**config.mk**
```make
export PLATFORM = sky130hd
export DESIGN_NAME = ethernet_frame_builder
export DESIGN_NICKNAME = d
export VERILOG_FILES = /design/src/rtl/ethernet_frame_builder.sv
export SDC_FILE = /design/constraint.sdc
export NUM_CORES = 1
export LEC_CHECK = 0
export CORE_MARGIN = 3
export CORE_UTILIZATION = 51
export CTS_BUF_LIST = sky130_fd_sc_hd__clkbuf_4
export CTS_CLUSTER_SIZE = 12
export DETAILED_ROUTE_END_ITERATION = 10
export GPL_TIMING_DRIVEN = 0
export PLACE_DENSITY = 0.83
export SYNTH_ARGS = -nofsm -noshare
export SYNTH_HDL_FRONTEND = slang
export SYNTH_SLANG_ARGS = --single-unit
```
**constraint.sdc**
```tcl
create_clock -name clk -period 5.25 [get_ports clk]
set_input_delay 1.05 -clock clk [delete_from_list [all_inputs] [get_ports clk]]
set_output_delay 1.05 -clock clk [all_outputs]
set_load 0.05 [all_outputs]
```
**src/rtl/ethernet_frame_builder.sv**
```systemverilog
// Ethernet TX frame builder: serialises a 14-byte header, forwards the payload
// and zero-pads short frames up to MIN_FRAME_LEN bytes. No FCS is generated.
module ethernet_frame_builder #(
  parameter int DATA_WIDTH    = 8,
  parameter int MIN_FRAME_LEN = 60
) (
  input  logic                  clk,
  input  logic                  rst_n,
  input  logic                  s_hdr_valid,
  output logic                  s_hdr_ready,
  input  logic [47:0]           s_hdr_dst_mac,
  input  logic [47:0]           s_hdr_src_mac,
  input  logic [15:0]           s_hdr_ethertype,
  input  logic [DATA_WIDTH-1:0] s_axis_tdata,
  input  logic                  s_axis_tvalid,
  output logic                  s_axis_tready,
  input  logic                  s_axis_tlast,
  input  logic                  s_axis_tuser,
  output logic [DATA_WIDTH-1:0] m_axis_tdata,
  output logic                  m_axis_tvalid,
  input  logic                  m_axis_tready,
  output logic                  m_axis_tlast,
  output logic                  m_axis_tuser,
  output logic                  busy,
  output logic [15:0]           frame_count
);

  typedef enum logic [1:0] {IDLE, HEADER, PAYLOAD, PAD} state_t;

  state_t                  state_q, state_d;
  logic [111:0]            hdr_q, hdr_d;
  logic [10:0]             byte_cnt_q, byte_cnt_d;
  logic                    err_q, err_d;
  logic                    hdr_rdy_q, hdr_rdy_d;
  logic                    busy_q, busy_d;
  logic [15:0]             frame_cnt_q, frame_cnt_d;
  logic [DATA_WIDTH-1:0]   m_tdata_q, m_tdata_d;
  logic                    m_tvalid_q, m_tvalid_d;
  logic                    m_tlast_q, m_tlast_d;
  logic                    m_tuser_q, m_tuser_d;

  logic load_en, hdr_hs, out_hs, pay_rdy, pay_hs;

  // Byte counter saturates at 2047; saturation only ever suppresses padding.
  function automatic logic [10:0] sat_inc(input logic [10:0] v);
    return (v == 11'h7FF) ? v : v + 11'd1;
  endfunction

  // True when the byte about to load brings the frame to the minimum length.
  function automatic logic reaches_min(input logic [10:0] v);
    return ({1'b0, v} + 12'd1) >= 12'(MIN_FRAME_LEN);
  endfunction

  assign s_hdr_ready   = hdr_rdy_q;
  assign s_axis_tready = pay_rdy;
  assign m_axis_tdata  = m_tdata_q;
  assign m_axis_tvalid = m_tvalid_q;
  assign m_axis_tlast  = m_tlast_q;
  assign m_axis_tuser  = m_tuser_q;
  assign busy          = busy_q;
  assign frame_count   = frame_cnt_q;

  // Next-state, output-register load and bookkeeping for the frame FSM.
  always_comb begin
    load_en = !m_tvalid_q || m_axis_tready;
    hdr_hs  = s_hdr_valid && hdr_rdy_q;
    out_hs  = m_tvalid_q && m_axis_tready;
    pay_rdy = (state_q == PAYLOAD) && load_en;
    pay_hs  = s_axis_tvalid && pay_rdy;

    state_d     = state_q;
    hdr_d       = hdr_q;
    byte_cnt_d  = byte_cnt_q;
    err_d       = err_q;
    busy_d      = busy_q;
    frame_cnt_d = frame_cnt_q;
    m_tdata_d   = m_tdata_q;
    m_tvalid_d  = m_tvalid_q;
    m_tlast_d   = m_tlast_q;
    m_tuser_d   = m_tuser_q;

    // A free output register empties unless a state below refills it.
    if (load_en) begin
      m_tvalid_d = 1'b0;
      m_tlast_d  = 1'b0;
      m_tuser_d  = 1'b0;
    end

    case (state_q)
      IDLE: begin
        if (hdr_hs) begin
          hdr_d      = {s_hdr_dst_mac, s_hdr_src_mac, s_hdr_ethertype};
          byte_cnt_d = 11'd0;
          err_d      = 1'b0;
          state_d    = HEADER;
        end
      end
      HEADER: begin
        if (load_en) begin
          m_tdata_d  = hdr_q[111:104];
          m_tvalid_d = 1'b1;
          hdr_d      = {hdr_q[103:0], 8'h00};
          byte_cnt_d = sat_inc(byte_cnt_q);
          if (byte_cnt_q == 11'd13) state_d = PAYLOAD;
        end
      end
      PAYLOAD: begin
        if (pay_hs) begin
          m_tdata_d  = s_axis_tdata;
          m_tvalid_d = 1'b1;
          byte_cnt_d = sat_inc(byte_cnt_q);
          err_d      = err_q | s_axis_tuser;
          if (s_axis_tlast) begin
            if (reaches_min(byte_cnt_q)) begin
              m_tlast_d = 1'b1;
              m_tuser_d = err_q | s_axis_tuser;
              state_d   = IDLE;
            end else begin
              state_d   = PAD;
            end
          end
        end
      end
      PAD: begin
        if (load_en) begin
          m_tdata_d  = '0;
          m_tvalid_d = 1'b1;
          byte_cnt_d = sat_inc(byte_cnt_q);
          if (reaches_min(byte_cnt_q)) begin
            m_tlast_d = 1'b1;
            m_tuser_d = err_q;
            state_d   = IDLE;
          end
        end
      end
      default: state_d = IDLE;
    endcase

    // A new header accepted in the same cycle as the previous tlast handshake keeps busy high.
    if (hdr_hs)                  busy_d = 1'b1;
    else if (out_hs && m_tlast_q) busy_d = 1'b0;

    if (out_hs && m_tlast_q) frame_cnt_d = frame_cnt_q + 16'd1;

    // Header ready follows IDLE one cycle late, giving a one-cycle gap between frames.
    hdr_rdy_d = (state_d == IDLE);
  end

  // State and output registers; reset aborts any frame in flight without tlast.
  always_ff @(posedge clk or negedge rst_n) begin
    if (!rst_n) begin
      state_q     <= IDLE;
      hdr_q       <= '0;
      byte_cnt_q  <= '0;
      err_q       <= 1'b0;
      hdr_rdy_q   <= 1'b0;
      busy_q      <= 1'b0;
      frame_cnt_q <= '0;
      m_tdata_q   <= '0;
      m_tvalid_q  <= 1'b0;
      m_tlast_q   <= 1'b0;
      m_tuser_q   <= 1'b0;
    end else begin
      state_q     <= state_d;
      hdr_q       <= hdr_d;
      byte_cnt_q  <= byte_cnt_d;
      err_q       <= err_d;
      hdr_rdy_q   <= hdr_rdy_d;
      busy_q      <= busy_d;
      frame_cnt_q <= frame_cnt_d;
      m_tdata_q   <= m_tdata_d;
      m_tvalid_q  <= m_tvalid_d;
      m_tlast_q   <= m_tlast_d;
      m_tuser_q   <= m_tuser_d;
    end
  end

endmodule

```
==> results of run 1 <==
==> sequential cells by signal, indices dropped and copies added (netlist names) <==
| signal | count |
|---|---|
| s_hdr_ready | 1 |
| byte_cnt_q | 11 |
| state_q | 2 |
| m_axis_tuser | 1 |
| frame_count | 16 |
| busy | 1 |
| m_axis_tdata | 8 |
| err_q | 1 |
| m_axis_tvalid | 1 |
| hdr_q | 112 |
| m_axis_tlast | 1 |
==> layer usage <==
layer  vias up  GRT usage (%)  part of all wire, %
li1       2835              -                    -
met1      2863          32.20                   46
met2       183          35.15                   48
met3        17          4.819                  5.5
met4         0          6.441                  1.0
met5         -              0                    0
==> synth_stat cells, drive strengths merged, types with 3 or more instances <==
cell type and number:
dfrtp 155, nand2 131, o21ai 118, mux2i 104, clkbuf 27, a21oi 24, nor2 24, buf 21
nand3 16, xnor2 13, nor2b 11, a22o 8, and3 6, nand4 6, inv 5, o31ai 5
a31oi 3, ha 3
==> tightest hold or removal path, stage by stage (launching register included) <==
cell and delay, ns:
dfrtp_1 0.36, nand2_1 0.04, o21ai_0 0.06
==> how the worst max path moves through the flow <==
| stage | start | to | slack (ns) | depth (start not counted) |
|---|---|---|---|---|
| 2_1_floorplan | m_axis_tready | s_axis_tready | 2.52 | 2 |
| 3_3_place_gp | rst_n | hdr_q[28] | -3.15 | 1 |
| 3_5_place_dp | m_axis_tready | s_axis_tready | 1.42 | 4 |
| 4_1_cts | m_axis_tready | s_axis_tready | 1.42 | 4 |
| 5_1_grt | state_q[1] | s_axis_tready | 1.32 | 5 |
| 6_report | m_axis_tready | s_axis_tready | 1.43 | 4 |
==> power by group <==
group / internal (mW) / switching (mW) / total, mW
clock network: 0.350 / 0.398 / 0.748
logic: 0.136 / 0.138 / 0.274
registers: 1.21 / 0.0174 / 1.23
total: 1.70 / 0.554 / 2.25
==> cell type report <==
type                    instances  area, um^2
well taps                     176       220.2
inverters                       5       18.77
clock inverters                10       123.9
fillers                      1099        4214
multi-input cells             505        3128
plain buffers                  48       219.0
repair buffers                157        1590
flip-flops and latches        155        3879
clock buffers                  22       165.2
==> kinds of logic (layout without fill, tap and decap cells) <==
logic type / Yosys count / count (layout) / share of synthesized area [%]
adders and majority gates: 3 / 3 / 0.5182
AOI/OAI and AO/OA: 172 / 172 / 13.47
buffers and inverters: 53 / 242 / 3.282
muxes: 104 / 104 / 14.37
and+or+nand+nor: 211 / 211 / 13.01
DFF: 155 / 155 / 53.54
xor gates and xnor gates: 15 / 15 / 1.814
==> stage by stage <==
step / setup slack [ns] / hold slack (ns) / TNS (ns)
6_report: 1.427 / 0.4833 / 0
5_1_grt: 1.321 / 0.4932 / 0
4_1_cts: 1.418 / 0.4810 / 0
3_5_place_dp: 1.423 / 0.4638 / 0
3_3_place_gp: -3.150 / 0.4542 / -486.43
2_1_floorplan: 2.524 / 0.4422 / 0
==> flow_summary.toml, run 1 <==
[worst_setup_path]
critPathCaptureType = "output port"
cpMostUsedCell = "clkdlybuf4s50_1"
rr_worst_depth = 6
rrSetupSlack_ns = 2.87
crit_buf_inv = 2
timing.rr.start = "state_q[0]"
crit_family = "buffers and inverters"
slowest_stage = "clkdlybuf4s50_1"
critPathKind = "input port to output port"
cp.arrival_ns = 2.77
cp_max_fo = 7
reg2reg_to = "hdr_q[74]"
cp.required_ns = 4.20
slowest_delay_ns = 0.80
path_cells = "clkdlybuf4s50_1, nand2b_1, and2_1, clkdlybuf4s50_1"
cp-start-kind = "input port"

[routing]
drc = 0
vias = 5898
drt-pass1-iter-count = 5
via_per_inst = 5.471
wl_per_cell_um = 16.12
drt-initial-drc-count = 290
ant_nets = 0
wl_mm = 17.38

[synthesis]
synthesis.instances = 713
synth_edf_count = 0
syn_avg_cell_area_um2 = 10.16
synth_area_leader_cell = "dfrtp_1"
async_flop_share_pct = 100.0
ys.warnings.count = 0
ys_ff_latch = 155
syn_nets = 843
synth.area.top_cells = "dfrtp_1 54%, mux2i_1 14%, o21ai_0 8.0%"
yosysUniqueCellTypes = 52
yosysSeqAreaShare_pct = 53.54
synth_top_area_share_pct = 53.54
syn_area_um2 = 7244
synth_ff_type = "dfrtp_1"

[worst_hold_path]
hold_path.class = "register to register"
hold_start = "hdr_q[104]"
hold-path-endpoint = "hdr_q[104]"
hold_path_depth = 2

[global_route]
grt_pass1_vias = 5842
grt-ovfl-total = 0
antenna_found_initial = 0
grt_max_degree = 85
grt_pass1_wl_mm = 28.74
track_usage_pct = 22.54

[power_and_ir_drop]
p_per_area_nw_per_um2 = 241.2
p_leak_nw = 4.636
power_mw = 2.254
peakVddDrop_v = 0.0001533

[placement]
dp_cells = 1046
gp_congestion = 0.8531
place_area_um2 = 9055
portBuffers = 156
hpwl_mm = 12.84

[floorplanning]
num_io_pins = 157
start_util_pct = 53.43
die_y_um = 125.2
dieArea_um2 = 15670
dieWidth_um = 125.2
num_rows = 42
coreArea_um2 = 13560

[timing]
setup_violations = 0
period_needed_ns = 3.823
fmax_ghz = 0.2616
rsz0062_at_grt = "no"
final.period_utilization_pct = 72.82
hold_viol = 0
max_slew_margin_pct = 42.45
slew_violations = 0
finalClockSkew_ns = 0.01606
worst_pin_slew_ns = 0.8553

[finish]
final-instance-count-excl-fill = 1078
final_nets = 1019
fin_util_pct = 68.92
finalInstanceArea_um2 = 9344
drive_gt1_share_pct = 6.874
syn_to_final_growth_pct = 28.98
mostFrequentLayoutCells = "155 x dfrtp_1, 155 x clkdlybuf4s50_1, 131 x nand2_1"
diodes = 0

[clocking]
cts.sinks = 155
clockBufferDepth = 2
cts_hold_buf = 0
root_buffer = "clkbuf_4"
cts_tree = "yes"
cts_resized = 0
path_clk_slew_ns = 0.11
clk_latency_ns = 0.56
numCtsBuffers = 17
cts-htree-levels = 4
postCtsSetupBuffers = 0

[flow_run]
drv_cap = 0

[outcome]
status = "complete, no violations"
No activity file was read; power rests on OpenSTA's default activity.
==> inputs of run 2 (changes only) <==
Clock period 5.25 ns to 3.9 ns, I/O delays scaled along.
==> results of run 2 <==
The final DEF is identical to that of run 1. Status: complete, no violations.
Among the figures that moved: setup slack after placement 1.423 ns -> 0.6129 ns; clock-pin slew on the worst setup and hold paths 0.11 ns -> 0.13 ns; setup slack after layout 1.427 ns -> 0.4101 ns; hold slack 0.4833 ns -> 0.2226 ns; start point of the critical path m_axis_tready -> state_q[1]; register-to-register setup slack 2.87 ns -> 1.52 ns; total power 2.254 mW -> 3.034 mW; worst IR drop on VDD 0.0001533 V -> 0.0002064 V
==> edit 1 (config.mk and constraints of run 1) <==
`m_tdata_q` no longer has a reset.
--- a/src/rtl/ethernet_frame_builder.sv
+++ b/src/rtl/ethernet_frame_builder.sv
@@ -156,7 +156,6 @@
       hdr_rdy_q   <= 1'b0;
       busy_q      <= 1'b0;
       frame_cnt_q <= '0;
-      m_tdata_q   <= '0;
       m_tvalid_q  <= 1'b0;
       m_tlast_q   <= 1'b0;
       m_tuser_q   <= 1'b0;
@@ -168,12 +167,15 @@
       hdr_rdy_q   <= hdr_rdy_d;
       busy_q      <= busy_d;
       frame_cnt_q <= frame_cnt_d;
-      m_tdata_q   <= m_tdata_d;
       m_tvalid_q  <= m_tvalid_d;
       m_tlast_q   <= m_tlast_d;
       m_tuser_q   <= m_tuser_d;
     end
   end
 
+  always_ff @(posedge clk) begin
+    m_tdata_q <= m_tdata_d;
+  end
+
 endmodule
 
Formal check against the unedited RTL: differs if rst_n is asserted again (counterexample within 4 cycles, from zero or initial values and one cycle with rst_n low); with rst_n held inactive, the same outputs for 10 cycles.
==> edit 1 against run 1 <==
Sequential cell count stayed put. Worst setup slack worse by 0.10 ns. Wire length is 4.4% higher. Cell area is 0.46% lower. First-iteration DRC count is 50% higher. Synthesized area hardly changed. Critical endpoint unchanged.
Power is not compared: it rests on default switching activity, and its combinational part moved more than twofold at a synthesized area within 25%.
==> edit 1: results (changes against run 1) <==
[logic_synthesis]
synth_compound_area_share_pct = 12.5  ; was 13.5%
yosysSeqAreaShare_pct = 54.1  ; was 53.5%
ys_top_cells_by_area = dfrtp_1 (51%), mux2i_1 (14%), o21ai_0 (7.4%), nand2_1 (6.8%), edfxtp_1 (3.3%)  ; was dfrtp_1 (54%), mux2i_1 (14%), o21ai_0 (8.0%), nand2_1 (6.8%), a21oi_1 (1.7%)
synth-adder-area-share_pct = 0.518  ; about the same
synth.area.mux_share_pct = 14.7  ; was 14.4%
synth.net_count = 818  ; was 843
async_flop_share_pct = 94.8  ; was 100%
synthXorXnorAreaFrac_pct = 1.81  ; about the same
synth-edff-count = 8  ; was 0
yosys-top-cells-count = dfrtp_1 (147), nand2_1 (131), o21ai_0 (107)  ; was dfrtp_1 (155), nand2_1 (131), o21ai_0 (116)
synth_warnings = 0  ; unchanged
yosysUniqueCellTypes = 45  ; was 52

[grt]
grt_max_degree = 101  ; was 85
grt_pass1_wl_um = 29900  ; was 28,700 µm
antenna_found_initial = 0  ; unchanged
grtUsageTotal_pct = 23.7  ; was 22.5%
grt_pass1_vias = 5993  ; was 5,842

[clock_tree]
clk_pin_slew_ns = 0.13  ; was 0.11 ns
clk_path_buf_depth = 2  ; unchanged
postCtsSetupBuffers = 0  ; unchanged
cts_resized = 0  ; unchanged
cts_buffers = 17  ; unchanged
cts_root_buffer = clkbuf_4  ; unchanged
clkLatencyLatePin_ns = 0.57

[placed_design]
place.gp.congestion = 0.866  ; was 0.853
place.port_buffers = 156  ; unchanged
dp_hpwl_um = 13500  ; was 12,800 µm

[status]
outcome = completed  ; unchanged

[detailed_routing]
vias_per_cell = 5.53  ; was 5.47
dr.first_iter.drc_count = 435  ; was 290
drtPass1Iterations = 5  ; unchanged
wl_per_cell_um = 17.2  ; was 16.1 µm

[critical_path]
worstPathArrival_ns = 2.87  ; was 2.77 ns
ff2ff_setup_slack_ns = 3.02  ; was 2.87 ns
cp_max_fo = 4  ; was 7
endpoint = s_axis_tready  ; unchanged
r2r_start = m_axis_tvalid$_DFF_PN0_  ; was state_q[0]$_DFF_PN0_
r2r_cells = 6  ; unchanged
rr_endpoint = byte_cnt_q[8]$_DFFE_PN0P_  ; was hdr_q[74]$_DFFE_PN0P_

[final_layout]
largest-register = hdr_q  ; unchanged
drive_above_1_share_pct = 7.42  ; was 6.87%
fillCellCount = 995  ; was 1,099
largest_reg_flops = 112  ; unchanged
final_nets = 994  ; was 1,019
antennaDiodeCount = 0  ; unchanged

[worst_hold_path]
hold_path_class = in -> async  ; was reg -> reg

[sta]
worst_clock_skew_ns = 0.0207  ; was 0.0161 ns
fin_hold_ws_ns = 0.380  ; was 0.483 ns
max_slew_margin_pct = 44.0  ; was 42.5%

[power]
p_leak_nw = 3.83

[edit 1: routing by layer]
| layer | vias up | GRT usage (%) | share of wire (%) |
|---|---|---|---|
| li1 | 2752 | - | - |
| met1 | 2841 | 31.2 | 44 |
| met5 | - | 0 | 0 |
| met4 | 0 | 7.97 | 2.1 |
| met3 | 32 | 5.25 | 5.4 |
| met2 | 192 | 39.0 | 49 |
[edit 1: worst min-delay path by stage]
stage / start / depth (start not counted) / to
6_report: rst_n / 1 / frame_count[2]$_DFFE_PN0P_
5_1_grt: rst_n / 1 / frame_count[6]$_DFFE_PN0P_
4_1_cts: rst_n / 1 / frame_count[2]$_DFFE_PN0P_
3_5_place_dp: frame_count[15]$_DFFE_PN0P_ / 1 / frame_count[15]$_DFFE_PN0P_
3_3_place_gp: frame_count[15]$_DFFE_PN0P_ / 1 / frame_count[15]$_DFFE_PN0P_
2_1_floorplan: hdr_q[67]$_DFFE_PN0P_ / 2 / hdr_q[67]$_DFFE_PN0P_
[edit 1: logic make-up after synthesis]
logic type / count (synthesis)
buffers and inverters: 59
multiplexers: 106
AND/OR/NAND/NOR: 190
AO/OA/AOI/OAI: 160
adder cells (fa/ha/maj): 3
XOR/XNOR: 15
flip-flops: 155
[edit 1: worst max-delay path, cell delays in order]
cell and delay [ns]:
clkdlybuf4s50_1 0.56, nand2b_1 0.22, nand2_1 0.12, nor2_1 0.11, clkdlybuf4s50_1 0.81
[edit 1: layout make-up]
class | instances | area share [%]
buffer | 49 | 3.07
clock buffer | 19 | 1.53
clock inverter | 12 | 1.17
inverter | 10 | 0.404
multi-input combinational | 474 | 32.2
sequential | 155 | 42.1
tap | 176 | 2.37
timing repair buffer | 157 | 17.1
[edit 1: metrics by stage]
| step | area (µm²) | setup TNS [ns] | instances | setup slack, ns |
|---|---|---|---|---|
| 5_1_grt | 9300 | 0 | 1052 | 1.22 |
| 3_3_place_gp | 9020 | -372.17 | 1020 | -2.54 |
| 6_report | 9300 | 0 | 1052 | 1.33 |
| 2_1_floorplan | 7240 | 0 | 688 | 2.27 |
| 4_1_cts | 9300 | 0 | 1052 | 1.32 |
| 3_5_place_dp | 9050 | 0 | 1021 | 1.34 |
[edit 1: power by group]
| part | internal (mW) | leakage [nW] | switching, mW | total, mW |
|---|---|---|---|---|
| Combinational | 0.308 | 1.59 | 0.342 | 0.650 |
| Clock | 0.279 | 0.136 | 0.401 | 0.681 |
| Sequential | 1.40 | 2.10 | 0.131 | 1.53 |
==> edit 2 (settings of run 1) <==
Made on the original files. The parameter `MIN_FRAME_LEN` goes from 60 to 30.
--- a/src/rtl/ethernet_frame_builder.sv
+++ b/src/rtl/ethernet_frame_builder.sv
@@ -2,7 +2,7 @@
 // and zero-pads short frames up to MIN_FRAME_LEN bytes. No FCS is generated.
 module ethernet_frame_builder #(
   parameter int DATA_WIDTH    = 8,
-  parameter int MIN_FRAME_LEN = 60
+  parameter int MIN_FRAME_LEN = 30
 ) (
   input  logic                  clk,
   input  logic                  rst_n,
Function: same outputs for any inputs over 10 cycles, from zero or initial values and one cycle with rst_n low; that may be too few to reach the edited logic, so the function may still have changed.
==> edit 2 against run 1 <==
Sequential cell count did not move. Cell area rose by 0.31%. Utilization rose by 0.21 points. Critical endpoint unchanged. Wire length grew 0.43%. Final cell count down 0.28%. Global-route usage increased by 0.41 points. Largest cell class unchanged. Worst setup slack worse by 0.064 ns. Synthesized area down 0.43%. Non-clock buffer count is 1 higher.
Power is not compared: it rests on default switching activity, and its combinational part moved more than twofold at a synthesized area within 25%.
==> edit 2: results (changes against run 1) <==
[final_layout]
area_share_clock_buf_inv_pct = 3.72  ; was 3.09%
multi_input_cells = 502  ; was 505
num-nonclk-buffers = 206  ; was 205
inverters = 4  ; was 5
nClkBuffers = 17  ; was 22
post-route-util_pct = 69.1  ; was 68.9%
seq_share_pct = 41.4  ; was 41.5%

[sta]
worst_clock_skew_ns = 0.0159  ; was 0.0161 ns
max_slew_margin_pct = 55.3  ; was 42.5%

[grt]
grtUsageTotal_pct = 23.0  ; was 22.5%
use_met1_pct = 31.8  ; was 32.2%
grt_util_met2_pct = 35.8  ; was 35.1%

[placed_design]
dp_hpwl_um = 12800  ; about the same
pre_cts_ws_ns = 1.36  ; was 1.42 ns
place.gp.congestion = 0.850  ; was 0.853

[logic_synthesis]
yosysUniqueCellTypes = 48  ; was 52
ys_top_cells_by_area = dfrtp_1 (54%), mux2i_1 (14%), o21ai_0 (8.5%), nand2_1 (6.8%), xnor2_1 (1.5%)  ; was dfrtp_1 (54%), mux2i_1 (14%), o21ai_0 (8.0%), nand2_1 (6.8%), a21oi_1 (1.7%)
yosys-top-cells-count = dfrtp_1 (155), nand2_1 (130), o21ai_0 (123)  ; was dfrtp_1 (155), nand2_1 (131), o21ai_0 (116)
synthXorXnorAreaFrac_pct = 2.19  ; was 1.81%
synth.net_count = 840  ; was 843
synth.area.mux_share_pct = 14.4  ; about the same

[status]
outcome = completed  ; unchanged

[detailed_routing]
drt-met1-wl_um = 8050  ; was 7960 µm
vias_per_cell = 5.46  ; was 5.47
dr.first_iter.drc_count = 423  ; was 290

[critical_path]
critPathMaxStageDelay_ns = 0.82  ; was 0.80 ns

-- edit 2: kinds of logic after synthesis --
family | after synthesis
adders and majority gates | 3
xor gates and xnor gates | 18
muxes | 104
AOI/OAI and AO/OA | 178
DFF | 155
and+or+nand+nor | 199
buffers and inverters | 53
-- edit 2: final timing paths --
| check | slack [ns] | start | endpoint |
|---|---|---|---|
| worst max-delay path | 1.36 | m_axis_tready | s_axis_tready |
| worst min-delay path | 0.45 | rst_n | frame_count[8]$_DFFE_PN0P_ |
| worst max register to register | 2.98 | state_q[1]$_DFF_PN0_ | hdr_q[102]$_DFFE_PN0P_ |
| worst min register to register | 0.49 | frame_count[15]$_DFFE_PN0P_ | frame_count[15]$_DFFE_PN0P_ |
| max in group asynchronous | 3.95 | rst_n | hdr_q[33]$_DFFE_PN0P_ |
| min in group clk | 0.49 | frame_count[15]$_DFFE_PN0P_ | frame_count[15]$_DFFE_PN0P_ |
